--- config.mk ---
export PLATFORM = sky130hd
export DESIGN_NAME = key_debounce_multi
export DESIGN_NICKNAME = d
export VERILOG_FILES = /design/src/rtl/key_pkg.sv /design/src/rtl/key_debounce_ch.sv /design/src/rtl/key_debounce_multi.sv
export SDC_FILE = /design/constraint.sdc
export NUM_CORES = 1
export LEC_CHECK = 0
export ABC_CLOCK_PERIOD_IN_PS = 4150
export BUFFER_PORTS_ARGS = -buffer_cell sky130_fd_sc_hd__buf_2
export CORE_ASPECT_RATIO = 1.25
export CORE_MARGIN = 3
export CORE_UTILIZATION = 35
export CTS_BUF_LIST = sky130_fd_sc_hd__clkbuf_16
export CTS_CLUSTER_SIZE = 28
export DETAILED_ROUTE_END_ITERATION = 12
export PLACE_DENSITY_LB_ADDON = 0.12
export SKIP_CTS_REPAIR_TIMING = 1
export SLEW_MARGIN = 20
export SYNTH_ARGS = -nofsm -noshare
export SYNTH_HDL_FRONTEND = slang
export SYNTH_SLANG_ARGS = --single-unit
--- constraint.sdc ---
create_clock -name clk -period 4.15 [get_ports clk]
set_clock_uncertainty 0.1 [all_clocks]
set_input_delay 0 -clock clk [delete_from_list [all_inputs] [get_ports clk]]
set_output_delay 0 -clock clk [all_outputs]
set_load 0.02 [all_outputs]
--- src/rtl/key_pkg.sv ---
// Shared definitions for the multi-channel key conditioner: per-channel FSM
// encoding and default timing constants for a 50 MHz system clock.
package key_pkg;

  typedef enum logic [1:0] {
    IDLE         = 2'd0,
    PRESS_FILT   = 2'd1,
    HELD         = 2'd2,
    RELEASE_FILT = 2'd3
  } key_fsm_e;

  // 20 ms debounce window and 1 s long-press threshold at 50 MHz
  localparam int               DEF_CNT_W    = 20;
  localparam int               DEF_LONG_W   = 26;
  localparam logic [19:0]      DEF_CNT_MAX  = 20'd999_999;
  localparam logic [25:0]      DEF_LONG_MAX = 26'd49_999_999;

endpackage

--- src/rtl/key_debounce_ch.sv ---
// Single key channel: 2-FF synchroniser, debounce FSM with filter and hold
// counters, and registered press / release / long-press pulses.
module key_debounce_ch
  import key_pkg::*;
#(
  parameter int                CNT_W      = DEF_CNT_W,
  parameter logic [CNT_W-1:0]  CNT_MAX    = DEF_CNT_MAX,
  parameter int                LONG_W     = DEF_LONG_W,
  parameter logic [LONG_W-1:0] LONG_MAX   = DEF_LONG_MAX,
  parameter bit                ACTIVE_LOW = 1'b1
) (
  input  logic clk,
  input  logic rst_n,
  input  logic key_in,
  output logic press_flag,
  output logic release_flag,
  output logic long_flag,
  output logic key_state,
  output logic press_next
);

  localparam logic [CNT_W-1:0]  CNT_ZERO  = {CNT_W{1'b0}};
  localparam logic [CNT_W-1:0]  CNT_ONE   = {{(CNT_W-1){1'b0}}, 1'b1};
  localparam logic [LONG_W-1:0] LONG_ZERO = {LONG_W{1'b0}};
  localparam logic [LONG_W-1:0] LONG_ONE  = {{(LONG_W-1){1'b0}}, 1'b1};
  localparam logic              PIN_IDLE  = ACTIVE_LOW;

  logic              sync1_q, sync1_d, sync2_q, sync2_d;
  key_fsm_e          state_q, state_d;
  logic [CNT_W-1:0]  cnt_q, cnt_d;
  logic [LONG_W-1:0] hold_q, hold_d;
  logic              press_q, press_d, release_q, release_d;
  logic              long_q, long_d, level_q, level_d;
  logic              act_s;

  assign act_s = sync2_q ^ ACTIVE_LOW;

  always_comb begin
    sync1_d   = key_in;
    sync2_d   = sync1_q;
    state_d   = state_q;
    cnt_d     = cnt_q;
    hold_d    = hold_q;
    press_d   = 1'b0;
    release_d = 1'b0;
    long_d    = 1'b0;
    level_d   = level_q;
    case (state_q)
      IDLE: begin
        if (act_s) begin
          state_d = PRESS_FILT;
          cnt_d   = CNT_ONE;
        end else begin
          cnt_d   = CNT_ZERO;
        end
      end
      PRESS_FILT: begin
        if (!act_s) begin
          state_d = IDLE;
          cnt_d   = CNT_ZERO;
        end else if (cnt_q == CNT_MAX - CNT_ONE) begin
          state_d = HELD;
          press_d = 1'b1;
          level_d = 1'b1;
          cnt_d   = CNT_ZERO;
          hold_d  = LONG_ZERO;
        end else begin
          cnt_d   = cnt_q + CNT_ONE;
        end
      end
      HELD: begin
        // hold saturates at LONG_MAX so an indefinite hold never re-fires
        if (!act_s) begin
          state_d = RELEASE_FILT;
          cnt_d   = CNT_ONE;
        end else if (hold_q != LONG_MAX) begin
          hold_d  = hold_q + LONG_ONE;
          long_d  = (LONG_MAX != LONG_ZERO) && (hold_q == LONG_MAX - LONG_ONE);
        end else begin
          hold_d  = hold_q;
        end
      end
      RELEASE_FILT: begin
        if (act_s) begin
          state_d   = HELD;
          cnt_d     = CNT_ZERO;
        end else if (cnt_q == CNT_MAX - CNT_ONE) begin
          state_d   = IDLE;
          release_d = 1'b1;
          level_d   = 1'b0;
          cnt_d     = CNT_ZERO;
        end else begin
          cnt_d     = cnt_q + CNT_ONE;
        end
      end
      default: begin
        state_d = IDLE;
        cnt_d   = CNT_ZERO;
        hold_d  = LONG_ZERO;
        level_d = 1'b0;
      end
    endcase
  end

  // Channel state and registered outputs
  always_ff @(posedge clk or negedge rst_n) begin
    if (!rst_n) begin
      sync1_q   <= PIN_IDLE;
      sync2_q   <= PIN_IDLE;
      state_q   <= IDLE;
      cnt_q     <= CNT_ZERO;
      hold_q    <= LONG_ZERO;
      press_q   <= 1'b0;
      release_q <= 1'b0;
      long_q    <= 1'b0;
      level_q   <= 1'b0;
    end else begin
      sync1_q   <= sync1_d;
      sync2_q   <= sync2_d;
      state_q   <= state_d;
      cnt_q     <= cnt_d;
      hold_q    <= hold_d;
      press_q   <= press_d;
      release_q <= release_d;
      long_q    <= long_d;
      level_q   <= level_d;
    end
  end

  assign press_flag   = press_q;
  assign release_flag = release_q;
  assign long_flag    = long_q;
  assign key_state    = level_q;
  assign press_next   = press_d;

endmodule

--- src/rtl/key_debounce_multi.sv ---
// NUM_KEYS independent debounce channels plus a registered any_press that
// rises in the same cycle as the press_flag bits it summarises.
module key_debounce_multi
  import key_pkg::*;
#(
  parameter int                NUM_KEYS   = 4,
  parameter int                CNT_W      = DEF_CNT_W,
  parameter logic [CNT_W-1:0]  CNT_MAX    = DEF_CNT_MAX,
  parameter int                LONG_W     = DEF_LONG_W,
  parameter logic [LONG_W-1:0] LONG_MAX   = DEF_LONG_MAX,
  parameter bit                ACTIVE_LOW = 1'b1
) (
  input  logic                clk,
  input  logic                rst_n,
  input  logic [NUM_KEYS-1:0] key_in,
  output logic [NUM_KEYS-1:0] press_flag,
  output logic [NUM_KEYS-1:0] release_flag,
  output logic [NUM_KEYS-1:0] long_flag,
  output logic [NUM_KEYS-1:0] key_state,
  output logic                any_press
);

  logic [NUM_KEYS-1:0] press_next_s;
  logic                any_press_q, any_press_d;

  for (genvar g = 0; g < NUM_KEYS; g++) begin : g_ch
    key_debounce_ch #(
      .CNT_W      (CNT_W),
      .CNT_MAX    (CNT_MAX),
      .LONG_W     (LONG_W),
      .LONG_MAX   (LONG_MAX),
      .ACTIVE_LOW (ACTIVE_LOW)
    ) u_ch (
      .clk          (clk),
      .rst_n        (rst_n),
      .key_in       (key_in[g]),
      .press_flag   (press_flag[g]),
      .release_flag (release_flag[g]),
      .long_flag    (long_flag[g]),
      .key_state    (key_state[g]),
      .press_next   (press_next_s[g])
    );
  end

  // OR the channels' next-cycle press so any_press aligns with press_flag
  always_comb begin
    any_press_d = |press_next_s;
  end

  // any_press register
  always_ff @(posedge clk or negedge rst_n) begin
    if (!rst_n) begin
      any_press_q <= 1'b0;
    end else begin
      any_press_q <= any_press_d;
    end
  end

  assign any_press = any_press_q;

endmodule

# Yosys cells after proc, flatten, opt, wreduce, memory -nomap -nowiden
# Index checks and enable logic that the tools add are counted.
[totals]
register_bits = 217
inputBits = 6
out_inout_bits = 17
elab_cells = 258
[op_classes]
n_addsub = 8
eq_ne = 64
mux = 124
reduce_logical = 25
[ops]
columns = ["cell", "count"]
rows = [
  ["26-bit two-way mux", 16],
  ["20-bit two-way mux", 16],
  ["20-bit one-hot mux with 4 select lines", 4],
  ["26-bit one-hot mux with 2 select lines", 4],
  ["26-bit by 1-bit adder with 26-bit output (second input constant)", 4],
  ["26-bit == test (second input constant)", 4],
  ["26-bit inequality test (second input constant)", 4],
  ["20-bit by 1-bit adder with 20-bit output (second input constant)", 4],
  ["20-bit == test (second input constant)", 4],
  ["1-bit two-way mux", 52],
  ["2-bit two-way mux", 24],
  ["2-bit by 1-bit inequality test with 1-bit output (second input constant)", 20],
  ["5-bit AND reduction", 8],
  ["2-bit one-hot mux with 4 select lines", 4],
  ["2-bit inequality test (second input constant)", 12],
  ["2-bit == test (second input constant)", 8],
  ["4-bit AND reduction", 4],
  ["2-bit nonzero test", 8],
  ["3-bit by 1-bit inequality test with 1-bit output (second input constant)", 4],
  ["3-bit inequality test (second input constant)", 4],
  ["2-bit by 1-bit == test with 1-bit output (second input constant)", 4],
  ["2-bit zero test", 4],
  ["1-bit one-hot mux with 2 select lines", 4],
  ["4-bit OR reduction", 1],
]

# Logic depth before layout (Yosys ltp)
[logic_depth]
ltp_word = 5
ltp_mapped = 9
mapped_depth_nobuf = 7

# Hierarchy
# Synthesis repeated with hierarchy kept, for this count alone.
[unflattened]
hier_cells = 1326
hier_area_um2 = 12289.3
[modules_own_cells]
columns = ["module", "instances", "cells_each", "area_per_inst_um2", "seq_area_each_um2"]
rows = [
  ["key_debounce_ch at g_ch[0].u_ch ...", 3, 318, 3007.9, 1353.8],
  ["key_debounce_ch at g_ch[3].u_ch", 1, 370, 3233.1, 1353.8],
  ["key_debounce_multi", 1, 2, 32.5, 25.0],
]

# Least setup slack after synthesis
# Ideal clock, no wire load.
[synth_path]
kind = "register to register"
startpoint = "reg g_ch[3].u_ch.hold_q[11]"
endpoint = "reg g_ch[3].u_ch.hold_q[12]"
setup_time_ns = 0.128
t_arrival_ns = 2.286
required_ns = 3.922
setup_slack_ns = 1.636
stages_incl_launch_ff = 6
n_path_buf = 0
synth_period_minus_slack_ns = 2.514
path_cell_list = "dfrtp_1 -> or4b_1 -> or4b_4 -> nor4_4 -> nor4_1 -> mux2_1"
[synth_between]
elab_chain_len = 4
word_cells_on_any_way = 7
cone_classes = "add/sub: 1; eq/ne: 2; mux: 3; reduce/logical: 1"
[synth_rtl]
columns = ["element", "line_no", "text"]
rows = [
  ["start, declared", "key_debounce_ch.sv:31", "logic [LONG_W-1:0] hold_q, hold_d;"],
  ["start signal, assigned", "key_debounce_ch.sv:122", "hold_q <= hold_d;"],
  ["26-bit by 1-bit adder with 26-bit output", "key_debounce_ch.sv:77", "hold_d = hold_q + LONG_ONE;"],
  ["26-bit two-way mux", "key_debounce_ch.sv:76", "end else if (hold_q != LONG_MAX) begin"],
  ["26-bit two-way mux", "key_debounce_ch.sv:73", "if (!act_s) begin"],
  ["26-bit one-hot mux with 2 select lines", "key_debounce_ch.sv:48", "case (state_q)"],
]
# Several ways; a longest one is shown, not always the timed one. The select of a mux whose other input is x is not followed.
# A chain may end at the register's enable or synchronous reset.

# Worst setup path in the final report
# Ends and elaborated chain as after synthesis.

==> impl_metrics.csv <==
group,metric,value,unit
logic_synthesis,synth_area,12020,sq um
sta,hold_viol,17,
sta,rsz0062_at_grt,"no",
die,die_w,171.7,microns
clock_tree,clkTransAtPathRegs,0.06,ns
finish,largest_register_ff_count,104,
finish,drive_above_1_share,8.133,%
finish,reg_top3,"g_ch.u_ch.hold_q (104), g_ch.u_ch.cnt_q (80)",
finish,syn2layout_area_growth,11.55,%
worst_setup_path,path_delay_family,"simple AND/OR/NAND/NOR gates",
power,p_per_area,392.8,nW/um^2
sta,slew_viol_final,0,
place,dp_cells,1695,
die,ios,23,
global_route,gr-total-overflow,0,
place,place_congestion,0.7592,
detailed_routing,vias,9755,
finish,nFillCells,3362,
global_route,track_usage,15.38,%
logic_synthesis,syn_nets,1342,
logic_synthesis,synth_edf_count,0,
logic_synthesis,synth_most_common_cell,"dfrtp_1",
die,die-area,36600,sq um
logic_synthesis,netlist.area_leader.share,43.53,%
power,seqPwrFrac,42.5,%
clock_tree,clkSinkCount,217,
sta,setup_violations,0,
detailed_routing,drc,0,
global_route,grt_use_met1,19.99,%
detailed_routing,wl_per_cell,15.96,microns
worst_hold_path,hold_class,"in -> async",
sta,timing.fmax,341.9,MHz
worst_setup_path,critPathMaxFanout,11,
worst_setup_path,worstPathArrival,3.24,ns
logic_synthesis,synth.distinct_cells,67,
global_route,grt_util_met3,2.185,%
global_route,grt_first_pass_wirelength,47540,microns
logic_synthesis,synth_area_leader_cell,"dfrtp_1",
logic_synthesis,async_flop_share,100.0,%
die,start_util,35.67,%
power,switching_share,28.74,%
sta,whs,-0.03542,ns
place,hpwl,18300,microns
power,clockPowerShare,43.3,%
sta,tightest_slew,0.9336,ns
place,io_buffers,22,
worst_setup_path,required,4.46,ns
detailed_routing,routed_wl,27950,microns
clock_tree,cts_htree_levels,1,
finish,largest_register,"g_ch.u_ch.hold_q",
power,combPwrFrac,14.2,%
status,status,"complete, but fails checks",
global_route,antenna_found_initial,0,
finish,final_cells,1751,
clock_tree,numCtsBuffers,26,
place,place_area,12450,sq um
sta,fin_setup_tns,0,ns
clock_tree,clk_latency,0.53,ns
logic_synthesis,ys_seq_area_share,45.28,%
detailed_routing,dr.first_iter.drc_count,577,
status,violations,"hold timing",
die,die_h,213.2,microns
global_route,grt_pass1_vias,9407,
clock_tree,cts_tree,"yes",
finish,finalNetCount,1335,
detailed_routing,first_pass_iters,6,
power,p_switching,1.513,mW
global_route,grt_max_degree,94,
global_route,busiest_layer,"met2",
power,peakVddDrop,0.3397,mV
logic_synthesis,ys_ff_latch,217,
worst_setup_path,cp_num_buf_inv,1,
detailed_routing,vias_per_cell,5.571,
power,internal_power,3.752,mW
logic_synthesis,avgSynthCellArea,9.137,sq um
worst_setup_path,critPathCaptureType,"flip-flop",
finish,antenna_cells,0,
worst_setup_path,max_stage_delay,0.57,ns
logic_synthesis,synth.area.top_cells,"dfrtp_1 (44%), nand3_1 (3.7%), nand2_1 (3.7%)",
worst_setup_path,setup.worst_path.start_class,"flip-flop",
sta,timing.final.crit_share,70.48,%
sta,period_needed,2.925,ns
logic_synthesis,synthTopCellsByCount,"dfrtp_1 (209), nand2_1 (118), nor2_1 (107), nand3_1 (89), a21oi_1 (72)",
worst_setup_path,reg2reg_depth,6,
job,maxCapViolations,0,
logic_synthesis,synth_flop_cell,"dfrtp_1",
worst_setup_path,critical_path_class,"reg -> reg",
worst_setup_path,cp.depth,6,
logic_synthesis,syn-instance-count,1315,
die,design.core.area,33690,sq um
clock_tree,clk_path_buf_depth,3,
clock_tree,root_buffer,"clkbuf_16",
worst_setup_path,path_cells,"or4b_1 -> or4b_4 -> nor4_4 -> buf_4 -> nor4_1 -> mux2_1",
finish,stdcell_area,13400,sq um
worst_setup_path,cp_slowest_cell,"or4b_4",
detailed_routing,antenna_left,0,
global_route,use_met2,26.44,%
sta,maxSlewHeadroom,37.19,%
power,p_leak,5.437,nW
die,rows,75,
logic_synthesis,yosys_warnings,0,
[through the flow]
step           power [mW]  worst slack (ns)  util, %
6_report            5.265             1.225    39.78
4_1_cts             5.372             1.219    39.48
3_5_place_dp        3.032             1.232    36.96
3_3_place_gp        3.025             1.249    36.93
5_1_grt             5.565             1.030    39.78
2_1_floorplan       2.833             1.636        -
[final timing paths]
check | slack (ns) | endpoint | from
max | 1.23 | g_ch[3].u_ch.hold_q[12] | g_ch[3].u_ch.hold_q[11]
min | -0.04 | g_ch[2].u_ch.hold_q[19] | rst_n
max reg2reg | 1.23 | g_ch[3].u_ch.hold_q[12] | g_ch[3].u_ch.hold_q[11]
min reg2reg | 0.26 | g_ch[2].u_ch.sync2_q | g_ch[2].u_ch.sync1_q
max in group asynchronous | 2.89 | g_ch[3].u_ch.hold_q[4] | rst_n
min in group clk | 0.02 | g_ch[3].u_ch.sync1_q | key_in[3]
[logic make-up after synthesis]
logic type               after synthesis  share of synthesized area (%)
flip-flops                           217                          45.28
AO/OA/AOI/OAI                        235                          12.40
AND/OR/NAND/NOR                      642                          29.25
multiplexers                          18                          1.510
adder cells (fa/ha/maj)               21                          2.187
buffers and inverters                111                          4.197
XOR/XNOR                              71                          5.175
[power by group through the flow]
stage / sequential, mW / combinational, mW / clock [mW]
after detailed placement: 2.27 / 0.759 / 0
after floorplan: 2.24 / 0.591 / 0
after global routing: 2.25 / 0.856 / 2.46
after CTS: 2.24 / 0.761 / 2.37
after global placement: 2.27 / 0.752 / 0
final: 2.24 / 0.749 / 2.28
[routing by layer]
layer / vias to the layer above / share of wire, %
met4: 0 / 2.2
met1: 4756 / 46
met3: 40 / 3.0
li1: 4837 / -
met5: - / 0
met2: 122 / 49
[worst register-to-register path, stage by stage, from the launching register on]
cell and delay (ns):
dfrtp_1 0.41, or4b_1 0.52, or4b_4 0.57, nor4_4 0.55
buf_4 0.26, nor4_1 0.07, mux2_1 0.33
[cell type report]
class	count	area, sq um	share of cell area [%]
well taps	423	529.3	3.949
flip-flops and latches	217	5440	40.59
clock inverters	21	173.9	1.298
multi-input cells	987	6146	45.85
inverters	32	120.1	0.8962
clock buffers	27	675.6	5.041
repair buffers	44	317.8	2.371
[cells in the final DEF, fill, tap and decap left out, types with 27 or more instances in the layout]
master and count:
and3_1 30, a31oi_1 49, nand3_1 89, nor4_1 38
xnor2_1 38, nor2_1 107, xor2_1 33, a21oi_1 71
o21ai_0 29, nand4_1 54, nand2_1 118, inv_1 34
clkbuf_16 27, nand2b_1 27, dfrtp_1 209, nor3_1 47
No activity file was read; power rests on OpenSTA's default activity.
